==> config.mk <==
export PLATFORM = sky130hd
export DESIGN_NAME = regmode_cfg_ctrl
export DESIGN_NICKNAME = d
export VERILOG_FILES = /design/src/rtl/regmode_cfg_pkg.sv /design/src/rtl/regmode_cfg_regfile.sv /design/src/rtl/regmode_cfg_ctrl.sv
export SDC_FILE = /design/constraint.sdc
export NUM_CORES = 1
export LEC_CHECK = 0
export BUFFER_PORTS_ARGS = -buffer_cell sky130_fd_sc_hd__buf_2
export CORE_MARGIN = 8
export CORE_UTILIZATION = 40
export DETAILED_ROUTE_END_ITERATION = 6
export PLACE_DENSITY = 0.66
export SLEW_MARGIN = 20
export SYNTH_ARGS = -nofsm -noshare
export SYNTH_HDL_FRONTEND = slang
export SYNTH_SLANG_ARGS = --single-unit
==> constraint.sdc <==
create_clock -name CLK -period 2.07 [get_ports CLK]
set_input_delay 0.1035 -clock CLK [delete_from_list [all_inputs] [get_ports CLK]]
set_output_delay 0.1035 -clock CLK [all_outputs]
set_load 0.01 [all_outputs]
==> src/rtl/regmode_cfg_pkg.sv <==
// Shared types for the register-mode tile configuration controller:
// address field decode, controller FSM states and the tile mode width.
package regmode_cfg_pkg;

  localparam int MODE_W = 2;

  typedef enum logic [1:0] {
    FIELD_MODE  = 2'd0,
    FIELD_CONST = 2'd1,
    FIELD_VALUE = 2'd2,
    FIELD_RSVD  = 2'd3
  } field_t;

  typedef enum logic [1:0] {
    ST_IDLE    = 2'd0,
    ST_QUIESCE = 2'd1,
    ST_APPLY   = 2'd2,
    ST_RESP    = 2'd3
  } state_t;

endpackage

==> src/rtl/regmode_cfg_regfile.sv <==
// Per-tile mode/const storage with a single write port and a combinational
// read port; the flattened buses drive the tiles directly.
module regmode_cfg_regfile
  import regmode_cfg_pkg::*;
#(
  parameter int                NUM_REGS   = 4,
  parameter int                WIDTH      = 4,
  parameter logic [MODE_W-1:0] RESET_MODE = 2'd2,
  parameter int                SLOT_W     = 2
) (
  input  logic                       clk,
  input  logic                       rst_n,
  input  logic                       we_mode,
  input  logic                       we_const,
  input  logic [SLOT_W-1:0]          wr_slot,
  input  logic [WIDTH-1:0]           wdata,
  input  logic [SLOT_W-1:0]          rd_slot,
  output logic [MODE_W-1:0]          rd_mode,
  output logic [WIDTH-1:0]           rd_const,
  output logic [NUM_REGS*MODE_W-1:0] mode,
  output logic [NUM_REGS*WIDTH-1:0]  const_
);

  logic [MODE_W-1:0] mode_q  [NUM_REGS];
  logic [WIDTH-1:0]  const_q [NUM_REGS];

  always_ff @(posedge clk or negedge rst_n) begin
    if (!rst_n) begin
      for (int i = 0; i < NUM_REGS; i++) begin
        mode_q[i]  <= RESET_MODE;
        const_q[i] <= '0;
      end
    end else begin
      for (int i = 0; i < NUM_REGS; i++) begin
        if (we_mode && (wr_slot == SLOT_W'(i)))  mode_q[i]  <= wdata[MODE_W-1:0];
        if (we_const && (wr_slot == SLOT_W'(i))) const_q[i] <= wdata;
      end
    end
  end

  // Out-of-range slots read as zero; the controller flags them as errors anyway.
  always_comb begin
    rd_mode  = '0;
    rd_const = '0;
    for (int i = 0; i < NUM_REGS; i++) begin
      if (rd_slot == SLOT_W'(i)) begin
        rd_mode  = mode_q[i];
        rd_const = const_q[i];
      end
    end
  end

  always_comb begin
    mode   = '0;
    const_ = '0;
    for (int i = 0; i < NUM_REGS; i++) begin
      mode[i*MODE_W +: MODE_W] = mode_q[i];
      const_[i*WIDTH +: WIDTH] = const_q[i];
    end
  end

endmodule

==> src/rtl/regmode_cfg_ctrl.sv <==
// Configuration controller for a bank of register-mode tiles: one request at a
// time, tile clock gated off for the two cycles around every legal write.
module regmode_cfg_ctrl
  import regmode_cfg_pkg::*;
#(
  parameter int                NUM_REGS   = 4,
  parameter int                WIDTH      = 4,
  parameter logic [MODE_W-1:0] RESET_MODE = 2'd2,
  localparam int               SLOT_W     = (NUM_REGS > 1) ? $clog2(NUM_REGS) : 1
) (
  input  logic                       CLK,
  input  logic                       ASYNCRESETN,
  // Handshakes: a beat transfers on the rising edge where valid & ready are both
  // high; valid and its payload stay stable until then, ready never waits on valid.
  input  logic                       cfg_valid,
  output logic                       cfg_ready,
  input  logic                       cfg_write,
  input  logic [SLOT_W+1:0]          cfg_addr,
  input  logic [WIDTH-1:0]           cfg_wdata,
  output logic                       resp_valid,
  input  logic                       resp_ready,
  output logic [WIDTH-1:0]           resp_rdata,
  output logic                       resp_err,
  input  logic                       user_clk_en,
  input  logic [NUM_REGS*WIDTH-1:0]  reg_value,
  output logic [NUM_REGS*MODE_W-1:0] mode,
  output logic [NUM_REGS*WIDTH-1:0]  const_,
  output logic [NUM_REGS-1:0]        config_we,
  output logic [WIDTH-1:0]           config_data,
  output logic                       clk_en,
  output logic [1:0]                 dbg_state
);

  localparam logic [SLOT_W:0] SLOT_LIMIT = (SLOT_W+1)'(NUM_REGS);

  state_t            state_q, state_d;
  logic [SLOT_W-1:0] req_slot, slot_q;
  field_t            req_field, field_q;
  logic [WIDTH-1:0]  wdata_q, rdata_q, cfg_data_q;
  logic [WIDTH-1:0]  value_rd, rd_src, rd_const;
  logic [MODE_W-1:0] rd_mode;
  logic              err_q, accept, req_legal, apply;

  assign req_slot  = cfg_addr[SLOT_W+1:2];
  assign req_field = field_t'(cfg_addr[1:0]);
  assign accept    = cfg_valid && (state_q == ST_IDLE);
  assign req_legal = ({1'b0, req_slot} < SLOT_LIMIT) && (req_field != FIELD_RSVD);
  assign apply     = (state_q == ST_APPLY);

  always_comb begin
    value_rd = '0;
    for (int i = 0; i < NUM_REGS; i++) begin
      if (req_slot == SLOT_W'(i)) value_rd = reg_value[i*WIDTH +: WIDTH];
    end
  end

  always_comb begin
    rd_src = '0;
    case (req_field)
      FIELD_MODE:  rd_src = WIDTH'(rd_mode);
      FIELD_CONST: rd_src = rd_const;
      FIELD_VALUE: rd_src = value_rd;
      default:     rd_src = '0;
    endcase
  end

  always_comb begin
    state_d = state_q;
    case (state_q)
      ST_IDLE: begin
        if (accept) state_d = (cfg_write && req_legal) ? ST_QUIESCE : ST_RESP;
      end
      ST_QUIESCE: state_d = ST_APPLY;
      ST_APPLY:   state_d = ST_RESP;
      ST_RESP: begin
        if (resp_ready) state_d = ST_IDLE;
      end
      default:    state_d = ST_IDLE;
    endcase
  end

  always_ff @(posedge CLK or negedge ASYNCRESETN) begin
    if (!ASYNCRESETN) state_q <= ST_IDLE;
    else              state_q <= state_d;
  end

  // Response is captured at accept so reg_value readback reflects that edge.
  always_ff @(posedge CLK or negedge ASYNCRESETN) begin
    if (!ASYNCRESETN) begin
      slot_q     <= '0;
      field_q    <= FIELD_MODE;
      wdata_q    <= '0;
      rdata_q    <= '0;
      err_q      <= 1'b0;
      cfg_data_q <= '0;
    end else begin
      if (accept) begin
        slot_q  <= req_slot;
        field_q <= req_field;
        wdata_q <= cfg_wdata;
        err_q   <= !req_legal;
        rdata_q <= (!cfg_write && req_legal) ? rd_src : '0;
      end
      if (state_q == ST_QUIESCE) cfg_data_q <= wdata_q;
    end
  end

  // Decoded from state so an asynchronous reset drops the strobe immediately.
  always_comb begin
    config_we = '0;
    if (apply && (field_q == FIELD_VALUE)) begin
      for (int i = 0; i < NUM_REGS; i++) begin
        if (slot_q == SLOT_W'(i)) config_we[i] = 1'b1;
      end
    end
  end

  regmode_cfg_regfile #(
    .NUM_REGS  (NUM_REGS),
    .WIDTH     (WIDTH),
    .RESET_MODE(RESET_MODE),
    .SLOT_W    (SLOT_W)
  ) u_regfile (
    .clk     (CLK),
    .rst_n   (ASYNCRESETN),
    .we_mode (apply && (field_q == FIELD_MODE)),
    .we_const(apply && (field_q == FIELD_CONST)),
    .wr_slot (slot_q),
    .wdata   (wdata_q),
    .rd_slot (req_slot),
    .rd_mode (rd_mode),
    .rd_const(rd_const),
    .mode    (mode),
    .const_  (const_)
  );

  assign cfg_ready   = (state_q == ST_IDLE);
  assign resp_valid  = (state_q == ST_RESP);
  assign resp_rdata  = rdata_q;
  assign resp_err    = err_q;
  assign config_data = cfg_data_q;
  assign clk_en      = user_clk_en && ((state_q == ST_IDLE) || (state_q == ST_RESP));
  assign dbg_state   = state_q;

endmodule

# After elaboration in Yosys (flattened, before gate mapping)
# Cells that the tools add are included.
op_classes:
  n_reduce_logical: 24
  mux: 23
  eq_ne: 16
op_table:
  columns: ["operator", "n"]
  rows:
  - ["$mux 4", 10]
  - ["$eq 2x2->1 const B", 8]
  - ["$logic_and 1x1->1", 15]
  - ["$mux 2", 7]
  - ["$pmux 4 s3", 1]
  - ["$eq 2x1->1 const B", 5]
  - ["$logic_not 2->1", 5]
  - ["$pmux 2 s4", 1]
  - ["$mux 1", 4]
  - ["$ne 2x1->1 const B", 2]
  - ["$logic_not 1->1", 2]
  - ["$ne 2x2->1 const B", 1]
  - ["$reduce_and 2->1", 1]
  - ["$logic_or 1x1->1", 1]
word_totals:
  wordCells: 78
  output_inout_bits: 42
  regBits: 43
  inputBits: 30

# Depth between registers and ports, before layout
# Gate-level depths: netlist (run 1).
depth:
  word_depth: 7
  mapped_depth: 6
  ltp_nobuf: 6

# Cells and area by module
# Synthesis (run 1) repeated with hierarchy kept, for this count alone.
hier_totals:
  cells_unflattened: 139
  hier_area_um2: 2073.2
modules_own_cells:
  columns: ["module", "seq_area_each_um2", "instances", "area_each_um2", "cells_each"]
  rows:
  - ["regmode_cfg_regfile", 605.6, 1, 1076.0, 63]
  - ["regmode_cfg_ctrl", 475.5, 1, 997.2, 76]

# Least setup slack after synthesis (run 1)
# No wires, ideal clock.
synth_timing:
  path_kind: "reg-to-reg"
  start: "register state_q[0], in the netlist dbg_state[0]"
  end: "register field_q[0]"
  t_arrival_ps: 1536
  path_slack_ps: 409
  path_stages_with_launch: 6
  required_ps: 1945
  period_less_slack_ps: 1661
  path_buffers: 1
  setup_ps: 125
  cell_sequence: "dfrtp_1 > inv_1 > ha_1 > nand2_1 > buf_2 > mux2_2"
synth_via:
  elab_chain_cells: 2
synth_rtl:
  columns: ["element", "line", "rtl"]
  rows:
  - ["start: declaration", "regmode_cfg_ctrl.sv:36", "state_t state_q, state_d;"]
  - ["start signal: assignment", "regmode_cfg_ctrl.sv:84", "else state_q <= state_d;"]
  - ["$logic_not 2->1", null, null]
  - ["net cfg_ready", "regmode_cfg_ctrl.sv:16", "output logic cfg_ready,"]
  - ["$logic_and 1x1->1", "regmode_cfg_ctrl.sv:46", "assign accept = cfg_valid && (state_q == ST_IDLE);"]
  - ["end signal: assignment", "regmode_cfg_ctrl.sv:99", "field_q <= req_field;"]
  - ["end: declaration", "regmode_cfg_ctrl.sv:38", "field_t req_field, field_q;"]
# The timed path passes the listed nets, and every way through them passes these cells.
# A chain may end at the register's enable or synchronous reset.

# Worst setup path after layout (run 1)
layout_timing:
  start: "register state_q[0], in the netlist dbg_state[0]"
  end: "output config_we[0]"
layout_via:
  elab_chain_cells: 3
layout_rtl:
  columns: ["element", "line", "rtl"]
  rows:
  - ["$eq 2x2->1", "regmode_cfg_ctrl.sv:48", "assign apply = (state_q == ST_APPLY);"]
  - ["$logic_and 1x1->1", "regmode_cfg_ctrl.sv:111", "if (apply && (field_q == FIELD_VALUE)) begin"]
  - ["$mux 4", "regmode_cfg_ctrl.sv:111", null]
  - ["end: declaration", "regmode_cfg_ctrl.sv:28", "output logic [NUM_REGS-1:0] config_we,"]
# No other way between the ends.

==> results of run 1 <==
## through the flow
step	instance area (sq um)	setup WS (ns)	power (uW)
after floorplan	2120	0.409	2460
after CTS	2640	0.311	3600
after global routing	2640	0.172	3820
after detailed placement	2550	0.349	3080
final	2640	0.338	3550
after global placement	2550	0.421	3060
## kinds of logic after synthesis
group	after synthesis
mux	45
flops	43
simple gates	37
compound gates	20
buf+inv	10
fa+ha+maj	4
## state kept, by name, summed over array words and instances (netlist names)
register and count:
config_data 4, u_regfile.mode 8, resp_err 1, resp_rdata 4
field_q 2, dbg_state 2, slot_q 2, u_regfile.const_ 16
wdata_q 4
## worst max-delay path, stage by stage (launching register included)
cell,delay (ns)
sky130_fd_sc_hd__dfrtp_1,0.43
sky130_fd_sc_hd__inv_1,0.10
sky130_fd_sc_hd__ha_1,0.24
sky130_fd_sc_hd__nor3b_2,0.25
sky130_fd_sc_hd__nor2b_1,0.17
sky130_fd_sc_hd__buf_2,0.14
## synth_stat cells, types with 3 or more instances
library cell               count  area share
sky130_fd_sc_hd__nand2_1       9       0.016
sky130_fd_sc_hd__dfrtp_1      39        0.46
sky130_fd_sc_hd__ha_1          4       0.024
sky130_fd_sc_hd__nor2_1        8       0.014
sky130_fd_sc_hd__nand3b_1      4       0.014
sky130_fd_sc_hd__nand2b_1      5       0.015
sky130_fd_sc_hd__a22oi_1       8       0.028
sky130_fd_sc_hd__a21oi_1       3      0.0071
sky130_fd_sc_hd__inv_1         3      0.0053
sky130_fd_sc_hd__mux4_2        6       0.064
sky130_fd_sc_hd__o21ai_0       4      0.0094
sky130_fd_sc_hd__buf_2         3      0.0071
sky130_fd_sc_hd__mux2_2       36        0.19
sky130_fd_sc_hd__nor2b_1       6       0.018
sky130_fd_sc_hd__dfstp_2       4       0.049
## report_power, final
part	internal [uW]	switching, uW
sequential	1240	343
clock	240	270
combinational	775	676
total	2260	1290
## final cells by class
class | instances | area [sq um]
fill | 479 | 2470
inverter | 3 | 11.3
sequential | 43 | 1080
multi-input combinational | 106 | 990
timing repair buffer | 75 | 388
tap | 70 | 87.6
clock buffer | 8 | 80.1
## routing by layer
layer	routed length, microns	up-vias	global-route usage	part of all wire
met2	2500	47	0.225	0.48
met3	429	6	0.0436	0.082
met4	73	0	0.0507	0.014
li1	-	736	-	-
met1	2240	756	0.173	0.43
met5	0	-	0	0
## worst paths after layout
kind,cells past startpoint,endpoint,slack [ns],from
max,5,config_we[0],0.34,dbg_state[0]$_DFFE_PN0P_
min,2,wdata_q[3]$_DFFE_PN0P_,0.03,cfg_wdata[3]
max reg2reg,5,u_regfile.const_[7]$_DFFE_PN0P_,0.34,dbg_state[0]$_DFFE_PN0P_
min reg2reg,2,resp_rdata[2]$_DFFE_PN0P_,0.48,resp_rdata[2]$_DFFE_PN0P_
max in group asynchronous,3,u_regfile.mode[5]$_DFFE_PN1P_,1.15,ASYNCRESETN
min in group asynchronous,2,u_regfile.mode[0]$_DFFE_PN0P_,0.20,ASYNCRESETN
## repair_timing
item                       CTS  global route
setup endpoints to repair    0             0
hold buffers                 1             0
resized for setup            0             0
hold endpoints to repair    11             0
==> load_flow_metrics.sql, run 1 <==
INSERT INTO impl_metrics (metric_group, metric, value, unit) VALUES
('sta', 'hold_ws', '0.0340', 'ns'),
('power', 'worst_ir_drop_vdd', '0.500', 'mV'),
('logic_synthesis', 'edff_count_synth', '0', ''),
('job', 'cap_violations', '0', ''),
('worst_setup_path', 'arrival', '1.63', 'ns'),
('logic_synthesis', 'synth_area_per_cell', '13.4', 'sq um'),
('floorplan', 'rows', '26', ''),
('floorplan', 'die_height', '88.9', 'microns'),
('layout', 'syn2layout_area_growth', '24.2', '%'),
('worst_setup_path', 'critPathRequiredTime', '1.97', 'ns'),
('drt', 'detailedRoute.firstIterationViolations', '73', ''),
('logic_synthesis', 'synth_top_family_by_area', 'multiplexers', ''),
('global_routing', 'grt_max_degree', '33', ''),
('worst_setup_path', 'cp-end-kind', 'output port', ''),
('clock_tree', 'clk_pin_slew', '0.07', 'ns'),
('global_routing', 'first_pass_grt_wire_length', '8270', 'microns'),
('floorplan', 'design.portCount', '72', ''),
('sta', 'rsz0062_at_grt', 'no', ''),
('sta', 'max_slew.worst_pin.slew', '0.407', 'ns'),
('floorplan', 'floorplan.die_area', '7900', 'sq um'),
('logic_synthesis', 'postSynth.asyncResetShare', '1.00', ''),
('worst_setup_path', 'critical_path.max_fanout', '5', ''),
('drt', 'postRouteAntennaNets', '0', ''),
('drt', 'wirelength', '5240', 'microns'),
('logic_synthesis', 'synth_simple_gate_area_frac', '0.0931', ''),
('logic_synthesis', 'synth.yosys.warnings', '0', ''),
('drt', 'route.detailed.wl_per_inst', '17.2', 'microns'),
('layout', 'post-route-util', '0.516', ''),
('layout', 'layout_common_cells', 'sky130_fd_sc_hd__buf_2 (71), sky130_fd_sc_hd__dfrtp_1 (39), sky130_fd_sc_hd__mux2_2 (36)', ''),
('layout', 'drive_above_1_share', '0.536', ''),
('clock_tree', 'post_cts_buffers', '0', ''),
('global_routing', 'grt_antenna_before_repair', '0', ''),
('logic_synthesis', 'synth.cell_area', '2120', 'sq um'),
('worst_setup_path', 'criticalPathCategory', 'flop to output port', ''),
('logic_synthesis', 'synth_adder_area_share', '0.0236', ''),
('sta', 'fmax', '0.577', 'GHz'),
('sta', 'final.period_utilization', '0.837', ''),
('logic_synthesis', 'multiplexer_area_fraction_after_synthesis', '0.284', ''),
('sta', 'worst_slew_slack_as_a_fraction_of_its_limit', '0.729', ''),
('clock_tree', 'clock_tree.htree_level_count', '2', ''),
('sta', 'finalHoldViolations', '0', ''),
('place', 'routabilityCongestion', '0.752', ''),
('outcome', 'outcome', 'finished, final reports clean', ''),
('clock_tree', 'cts-root-buf', 'sky130_fd_sc_hd__clkbuf_8', ''),
('sta', 'tns', '0', 'ns'),
('logic_synthesis', 'synthesis.nets', '193', ''),
('logic_synthesis', 'synthXorXnorAreaFrac', '0', ''),
('logic_synthesis', 'synth.yosys.seq_area_share', '0.509', ''),
('floorplan', 'floorplan.die.width', '88.9', 'microns'),
('layout', 'fin_cells', '305', ''),
('global_routing', 'first_global_vias', '1600', ''),
('sta', 'finalSetupViolations', '0', ''),
('layout', 'layout.nets', '268', ''),
('place', 'post-place-cells', '296', ''),
('drt', 'number_of_remaining_drc_errors', '0', ''),
('clock_tree', 'clk_latency', '0.30', 'ns'),
('drt', 'drt_pass1_iterations', '4', ''),
('min_path', 'timing.hold.worst.class', 'input port to flop', ''),
('place', 'detailedPlacementHpwl', '4000', 'microns'),
('power', 'pwr_density_cell', '1340', 'nW/um^2'),
('drt', 'vias', '1545', ''),
('drt', 'post_drt_via_cell_ratio', '5.07', ''),
('logic_synthesis', 'syn-instance-count', '159', ''),
('clock_tree', 'cts.path.max_buffers', '2', ''),
('global_routing', 'grt_remaining_overflow', '0', ''),
('logic_synthesis', 'synth-main-ff-cell', 'sky130_fd_sc_hd__dfrtp_1', ''),
('layout', 'antenna_cells_inserted', '0', ''),
('logic_synthesis', 'synth_compound_area_frac', '0.0654', ''),
('clock_tree', 'cts_buffers', '5', ''),
('floorplan', 'core_area', '5110', 'sq um'),
('layout', 'mostFrequentLayoutCell', 'sky130_fd_sc_hd__buf_2', ''),
('global_routing', 'overall_global_routing_resource_usage', '0.140', ''),
('clock_tree', 'cts_tree', 'built', ''),
('floorplan', 'initial_core_utilization', '0.416', ''),
('place', 'placement.io_buffers', '71', ''),
('logic_synthesis', 'post_synth_num_cell_types', '29', ''),
('worst_setup_path', 'crit_path_start_kind', 'flop', ''),
('clock_tree', 'clock-sinks', '43', ''),
('sta', 'skew_final', '0.00327', 'ns'),
('logic_synthesis', 'synth_seq_cells', '43', ''),
('sta', 'finalMaxSlewViolations', '0', ''),
('sta', 'timing.final.crit_period', '1.73', 'ns'),
('power', 'power.static_leakage', '0.00129', 'uW');
(Power assumes the default switching activity.)
==> inputs of run 2 (changes only) <==
clock period = 1.65 ns   (was 2.07 ns; I/O delays follow)
==> run 2 against run 1 <==
Against the previous run: register-to-register slack lost 0.25 ns; power grew 33%; count of clock-buffer cells in the layout is the same; final area grew 4.2%; largest power group unchanged.
==> load_flow_metrics.sql, run 2 (synthesized netlist as in run 1, its figures left out) <==
INSERT INTO impl_metrics (metric_group, metric, value, unit) VALUES
('outcome', 'outcome', 'finished, final reports clean', ''),
('layout', 'drive_above_1_share', '0.585', ''),
('clock_tree', 'cts.path.max_buffers', '2', ''),
('sta', 'finalMaxSlewViolations', '0', ''),
('worst_setup_path', 'arrival', '1.50', 'ns'),
('power', 'power.static_leakage', '0.00133', 'uW'),
('layout', 'max_reg_flops', '16', ''),
('layout', 'layout.nets', '274', ''),
('worst_setup_path', 'crit_buf_inv', '3', ''),
('worst_setup_path', 'crit-reg2reg-launch', 'dbg_state[0]$_DFFE_PN0P_', ''),
('place', 'placed_area', '2570', 'sq um'),
('drt', 'met3_wirelength', '395', 'microns'),
('global_routing', 'grt_remaining_overflow', '0', ''),
('job', 'cap_violations', '0', ''),
('clock_tree', 'cts-root-buf', 'sky130_fd_sc_hd__clkbuf_8', ''),
('layout', 'mostFrequentLayoutCell', 'sky130_fd_sc_hd__buf_2', ''),
('sta', 'max_slew.worst_pin.slew', '0.555', 'ns'),
('worst_setup_path', 'slowest_cp_cell', 'sky130_fd_sc_hd__dfrtp_1', ''),
('floorplan', 'floorplan.die.width', '88.9', 'microns'),
('layout', 'fillers', '477', ''),
('clock_tree', 'clock-sinks', '43', ''),
('layout', 'antenna_cells_inserted', '0', ''),
('global_routing', 'first_pass_grt_wire_length', '8420', 'microns'),
('power', 'pwr_density_cell', '1720', 'nW/um^2'),
('worst_setup_path', 'reg2reg_setup_slack', '0.09', 'ns'),
('floorplan', 'floorplan.die_area', '7900', 'sq um'),
('drt', 'route.detailed.wl_per_inst', '17.6', 'microns'),
('min_path', 'timing.hold.worst.class', 'input port to flop', ''),
('min_path', 'number_of_cells_traversed_by_the_worst_hold_path', '2', ''),
('sta', 'timing.final.crit_period', '1.58', 'ns'),
('clock_tree', 'clk_pin_slew', '0.08', 'ns'),
('global_routing', 'grt_max_degree', '44', ''),
('worst_setup_path', 'timing.reg2reg.worst_path_depth', '7', ''),
('floorplan', 'die_height', '88.9', 'microns'),
('layout', 'fin_area', '2750', 'sq um'),
('worst_setup_path', 'critical_path.max_fanout', '4', ''),
('floorplan', 'core_area', '5110', 'sq um'),
('worst_setup_path', 'crit_path_start_kind', 'flop', ''),
('drt', 'postRouteAntennaNets', '0', ''),
('min_path', 'hold_start', 'cfg_wdata[3]', ''),
('sta', 'skew_final', '0.00542', 'ns'),
('drt', 'wirelength', '5480', 'microns'),
('global_routing', 'first_global_vias', '1663', ''),
('drt', 'post_drt_via_cell_ratio', '5.20', ''),
('floorplan', 'initial_core_utilization', '0.416', ''),
('sta', 'finalSetupViolations', '0', ''),
('clock_tree', 'cts_buffers', '5', ''),
('floorplan', 'rows', '26', ''),
('clock_tree', 'clk_latency', '0.29', 'ns'),
('place', 'routabilityCongestion', '0.743', ''),
('worst_setup_path', 'critPathTopFamily', 'flip-flops', ''),
('clock_tree', 'cts_tree', 'built', ''),
('worst_setup_path', 'max_stage_delay', '0.39', 'ns'),
('worst_setup_path', 'critPathRequiredTime', '1.57', 'ns'),
('layout', 'syn2layout_area_growth', '29.5', '%'),
('sta', 'tns', '0', 'ns'),
('power', 'worst_ir_drop_vdd', '0.758', 'mV'),
('min_path', 'min_delay_worst_endpoint', 'wdata_q[3]$_DFFE_PN0P_', ''),
('clock_tree', 'clock_tree.htree_level_count', '2', ''),
('drt', 'detailedRoute.firstIterationViolations', '85', ''),
('drt', 'maxUsedRoutingLayer', 'met4', ''),
('floorplan', 'design.portCount', '72', ''),
('worst_setup_path', 'cp-end-kind', 'output port', ''),
('place', 'placement.io_buffers', '71', ''),
('layout', 'layout_common_cells', 'sky130_fd_sc_hd__buf_2 (71), sky130_fd_sc_hd__dfrtp_1 (39), sky130_fd_sc_hd__mux2_2 (36)', ''),
('global_routing', 'overall_global_routing_resource_usage', '0.139', ''),
('sta', 'final.period_utilization', '0.959', ''),
('drt', 'met2WireLength', '2800', 'microns'),
('worst_setup_path', 'criticalPathCategory', 'flop to output port', ''),
('sta', 'finalHoldViolations', '0', ''),
('place', 'detailedPlacementHpwl', '4100', 'microns'),
('global_routing', 'grt_antenna_before_repair', '0', ''),
('drt', 'm1_wire_length', '2230', 'microns'),
('drt', 'drt_pass1_iterations', '5', ''),
('sta', 'worst_slew_slack_as_a_fraction_of_its_limit', '0.630', ''),
('worst_setup_path', 'worst_r2r_endpoint', 'u_regfile.const_[11]$_DFFE_PN0P_', ''),
('sta', 'fmax', '0.632', 'GHz'),
('drt', 'number_of_remaining_drc_errors', '0', ''),
('worst_setup_path', 'crit_chain', 'inv_2 -> ha_4 -> buf_4 -> nand3b_1 -> nor2_1 -> buf_2', ''),
('drt', 'vias', '1616', '');
## run 2: worst reg2reg max path: cells and delay by family (launching register included)
family,cells,cell delay [ns]
buf+inv,3,0.35
mux,1,0.32
simple gates,2,0.25
flops,1,0.39
fa+ha+maj,1,0.14
## run 2: area by class of cell
type	count	area [sq um]	share of cell area
well taps	70	87.6	0.0319
repair buffers	81	433	0.157
multi-input cells	106	1040	0.377
clock buffers	8	100	0.0364
flip-flops and latches	43	1080	0.393
inverters	3	11.3	0.00410
## run 2: report_power, final
group / leakage (uW) / switching, uW / internal [uW]
Sequential: 0.000533 / 449 / 1560
Clock: 0.0000515 / 341 / 382
Combinational: 0.000750 / 905 / 1080
Total: 0.00133 / 1690 / 3020
## run 2: how the worst max path moves through the flow
stage	startpoint	to	slack, ns	depth (start not counted)
6_report	dbg_state[0]$_DFFE_PN0P_	config_we[2]	0.07	6
2_1_floorplan	dbg_state[0]$_DFFE_PN0P_	field_q[0]$_DFFE_PN0P_	0.05	5
3_5_place_dp	dbg_state[0]$_DFFE_PN0P_	u_regfile.const_[2]$_DFFE_PN0P_	-0.02	5
4_1_cts	dbg_state[0]$_DFFE_PN0P_	config_we[0]	0.01	6
5_1_grt	dbg_state[0]$_DFFE_PN0P_	dbg_state[1]$_DFFE_PN0P_	-0.007	7
3_3_place_gp	dbg_state[0]$_DFFE_PN0P_	u_regfile.const_[2]$_DFFE_PN0P_	0.05	5
## run 2: stage by stage
| step | setup WS [ns] | hold slack, ns | power [uW] | utilization | instances |
|---|---|---|---|---|---|
| global placement | 0.0456 | 0.187 | 3860 | 0.504 | 299 |
| finish | 0.0684 | 0.0173 | 4720 | 0.538 | 311 |
| floorplan | 0.0472 | -0.213 | 3090 | - | 159 |
| detailed placement | -0.0185 | 0.193 | 3890 | 0.504 | 299 |
| global route | -0.00738 | 0.0116 | 5020 | 0.538 | 311 |
| CTS | 0.0114 | 0.00777 | 4670 | 0.529 | 309 |
## run 2: what timing repair did
action | 4_1_cts | 5_1_grt
setup endpoints to repair | 6 | 17
resized for setup | 4 | 5
pin swaps | 0 | 2
hold buffers | 1 | 0
buffers inserted | 1 | 3
endpoints found under the hold margin | 39 | 0
## run 2: layer usage
layer  GRT usage  vias up
met1       0.165      821
met2       0.239       48
li1            -      743
met4      0.0430        0
met3      0.0353        4
met5           0        -
==> inputs of run 3 (changes only) <==
ABC_AREA = 1   (was not set)
CAP_MARGIN = 10   (was not set)
==> run 3 against run 2 <==
Against the previous run: synthesized cell count rose by 79%; area after synthesis rose by 3.5%; fmax rose by 2.4%; sequential share of layout area fell by 1.6 points; critical endpoint is now config_we[1]; final cell count rose by 42%; critical path type unchanged; largest power group is now combinational logic; count of clock-buffer cells in the layout fell by 1; flip-flop and latch count did not move; hold slack improved by 0.060 ns; via count rose by 30%; non-clock buffer count rose by 2; die area rose by 2.9%; clock power rose by 10%.
==> load_flow_metrics.sql, run 3 <==
INSERT INTO impl_metrics (metric_group, metric, value, unit) VALUES
('outcome', 'outcome', 'finished, final reports clean', ''),
('drt', 'drt_pass1_iterations', '4', ''),
('logic_synthesis', 'synth.cell_area', '2200', 'sq um'),
('logic_synthesis', 'synthesis.nets', '319', ''),
('clock_tree', 'clk_pin_slew', '0.08', 'ns'),
('global_routing', 'first_global_vias', '2107', ''),
('sta', 'timing.final.crit_period', '1.54', 'ns'),
('floorplan', 'rows', '27', ''),
('logic_synthesis', 'yosys.area.top_type_share', '0.444', ''),
('logic_synthesis', 'syn-instance-count', '285', ''),
('logic_synthesis', 'synth.area.top_cells', 'sky130_fd_sc_hd__dfrtp_1 (44%), sky130_fd_sc_hd__nand2_1 (17%), sky130_fd_sc_hd__o21ai_0 (9.1%), sky130_fd_sc_hd__dfstp_2 (4.8%), sky130_fd_sc_hd__inv_1 (4.4%)', ''),
('logic_synthesis', 'synth_largest_area_cell', 'sky130_fd_sc_hd__dfrtp_1', ''),
('worst_setup_path', 'critical_path.max_fanout', '4', ''),
('drt', 'vias', '2098', ''),
('clock_tree', 'cts_buffers', '5', ''),
('layout', 'post-route-util', '0.530', ''),
('sta', 'finalSetupViolations', '0', ''),
('layout', 'fillers', '554', ''),
('drt', 'number_of_remaining_drc_errors', '0', ''),
('clock_tree', 'cts-root-buf', 'sky130_fd_sc_hd__clkbuf_8', ''),
('floorplan', 'floorplan.die_area', '8120', 'sq um'),
('floorplan', 'design.portCount', '72', ''),
('layout', 'antenna_cells_inserted', '0', ''),
('worst_setup_path', 'crit_path_start_kind', 'flop', ''),
('global_routing', 'first_pass_grt_wire_length', '10400', 'microns'),
('layout', 'max_reg_flops', '16', ''),
('sta', 'finalHoldViolations', '0', ''),
('drt', 'detailedRoute.firstIterationViolations', '97', ''),
('floorplan', 'floorplan.die.width', '90.1', 'microns'),
('floorplan', 'initial_core_utilization', '0.407', ''),
('sta', 'hold_ws', '0.0772', 'ns'),
('global_routing', 'grt_antenna_before_repair', '0', ''),
('sta', 'worst_slew_slack_as_a_fraction_of_its_limit', '0.669', ''),
('floorplan', 'die_height', '90.1', 'microns'),
('global_routing', 'grt_remaining_overflow', '0', ''),
('layout', 'layout.nets', '404', ''),
('logic_synthesis', 'synth.yosys.seq_area_share', '0.492', ''),
('worst_setup_path', 'criticalPathCategory', 'flop to output port', ''),
('global_routing', 'grt_max_degree', '23', ''),
('sta', 'finalMaxSlewViolations', '0', ''),
('worst_setup_path', 'arrival', '1.46', 'ns'),
('worst_setup_path', 'critPathRequiredTime', '1.57', 'ns'),
('power', 'worst_ir_drop_vdd', '0.764', 'mV'),
('drt', 'postRouteAntennaNets', '0', ''),
('global_routing', 'overall_global_routing_resource_usage', '0.155', ''),
('place', 'placement.io_buffers', '71', ''),
('clock_tree', 'cts.path.max_buffers', '2', ''),
('logic_synthesis', 'postSynth.asyncResetShare', '1.00', ''),
('logic_synthesis', 'synth_common_cells', 'sky130_fd_sc_hd__nand2_1 (101), sky130_fd_sc_hd__o21ai_0 (40), sky130_fd_sc_hd__dfrtp_1 (39), sky130_fd_sc_hd__inv_1 (26), sky130_fd_sc_hd__nor2_1 (26)', ''),
('drt', 'wirelength', '6220', 'microns'),
('power', 'pwr_density_cell', '1610', 'nW/um^2'),
('layout', 'drive_above_1_share', '0.286', ''),
('logic_synthesis', 'synth.yosys.warnings', '0', ''),
('sta', 'fmax', '0.648', 'GHz'),
('sta', 'final.period_utilization', '0.936', ''),
('logic_synthesis', 'post_synth_num_cell_types', '27', ''),
('layout', 'ff_latch_area', '1080', 'sq um'),
('sta', 'skew_final', '0.00920', 'ns'),
('place', 'detailedPlacementHpwl', '4790', 'microns'),
('clock_tree', 'clock_tree.htree_level_count', '2', ''),
('layout', 'syn2layout_area_growth', '30.2', '%'),
('clock_tree', 'clk_latency', '0.30', 'ns'),
('sta', 'max_slew.worst_pin.slew', '0.496', 'ns'),
('clock_tree', 'clock-sinks', '43', ''),
('layout', 'layout_common_cells', 'sky130_fd_sc_hd__nand2_1 (97), sky130_fd_sc_hd__buf_2 (71), sky130_fd_sc_hd__o21ai_0 (40)', ''),
('layout', 'multi_input_area', '1000', 'sq um'),
('drt', 'route.detailed.wl_per_inst', '14.0', 'microns'),
('logic_synthesis', 'synth_area_per_cell', '7.71', 'sq um'),
('drt', 'post_drt_via_cell_ratio', '4.74', ''),
('logic_synthesis', 'synth-main-ff-cell', 'sky130_fd_sc_hd__dfrtp_1', ''),
('min_path', 'timing.hold.worst.class', 'input port to flop', ''),
('power', 'power.static_leakage', '0.00155', 'uW'),
('place', 'routabilityCongestion', '0.803', ''),
('logic_synthesis', 'edff_count_synth', '0', ''),
('layout', 'mostFrequentLayoutCell', 'sky130_fd_sc_hd__nand2_1', ''),
('clock_tree', 'cts_tree', 'built', ''),
('floorplan', 'core_area', '5410', 'sq um'),
('logic_synthesis', 'synthMostInstantiatedCell', 'sky130_fd_sc_hd__nand2_1', ''),
('worst_setup_path', 'cp-end-kind', 'output port', ''),
('job', 'cap_violations', '0', ''),
('logic_synthesis', 'synth_seq_cells', '43', '');
run 3: report_power, final:
| group | leakage (uW) | internal [uW] | switching (uW) |
|---|---|---|---|
| Sequential | 0.000538 | 1530 | 366 |
| Clock | 0.0000524 | 453 | 345 |
| Combinational | 0.000959 | 758 | 1160 |
| Total | 0.00155 | 2740 | 1870 |
run 3: path summary, 6_finish.rpt:
kind / cells past startpoint / startpoint / slack, ns / endpoint
max: 5 / dbg_state[0]$_DFFE_PN0P_ / 0.11 / config_we[1]
min: 4 / cfg_write / 0.08 / resp_rdata[2]$_DFFE_PN0P_
max reg2reg: 8 / dbg_state[0]$_DFFE_PN0P_ / 0.13 / u_regfile.const_[13]$_DFFE_PN0P_
min reg2reg: 2 / resp_rdata[1]$_DFFE_PN0P_ / 0.48 / resp_rdata[1]$_DFFE_PN0P_
max in group asynchronous: 3 / ASYNCRESETN / 0.75 / u_regfile.mode[7]$_DFFE_PN1P_
min in group asynchronous: 2 / ASYNCRESETN / 0.28 / u_regfile.const_[1]$_DFFE_PN0P_
run 3: stage by stage:
stage | cell area, sq um | worst slack [ns] | TNS, ns | total power, uW | cells
finish | 2860 | 0.106 | 0 | 4610 | 443
global placement | 2640 | 0.0752 | 0 | 3690 | 427
CTS | 2790 | -0.00576 | -0.00576 | 4550 | 440
floorplan | 2200 | 0.187 | 0 | 2910 | 285
global route | 2860 | -0.000225 | -0.000225 | 5000 | 443
detailed placement | 2640 | 0.00159 | 0 | 3730 | 427
run 3: repair_timing:
action,in CTS,in global routing
endpoints found under the hold margin,21,0
setup endpoints to repair,1,29
buffers inserted,0,3
hold buffers,5,0
resized for setup,0,10
pin swaps,0,1
run 3: cell families after synthesis:
family,synth area share
buffers and inverters,0.0689
DFF,0.492
AOI/OAI and AO/OA,0.115
adders and majority gates,0.0228
and+or+nand+nor,0.302
run 3: per-layer routing:
metal	routed length, microns	vias to the layer above	global-route usage
li1	-	1075	-
met1	2740	964	0.199
met2	3040	52	0.243
met3	383	7	0.0515
met4	60	0	0.0472
met5	0	-	0
run 3: layout make-up:
class,instances,area share
inverters,29,0.0398
clock buffers,7,0.0267
clock inverters,1,0.0105
repair buffers,83,0.164
multi-input cells,208,0.350
well taps,72,0.0315
flip-flops and latches,43,0.378
run 3: worst max-delay path: stages (launching register included):
cell	delay [ns]
sky130_fd_sc_hd__dfrtp_1	0.39
sky130_fd_sc_hd__inv_1	0.11
sky130_fd_sc_hd__ha_2	0.23
sky130_fd_sc_hd__nand3_2	0.13
sky130_fd_sc_hd__nor3_1	0.15
sky130_fd_sc_hd__buf_2	0.16
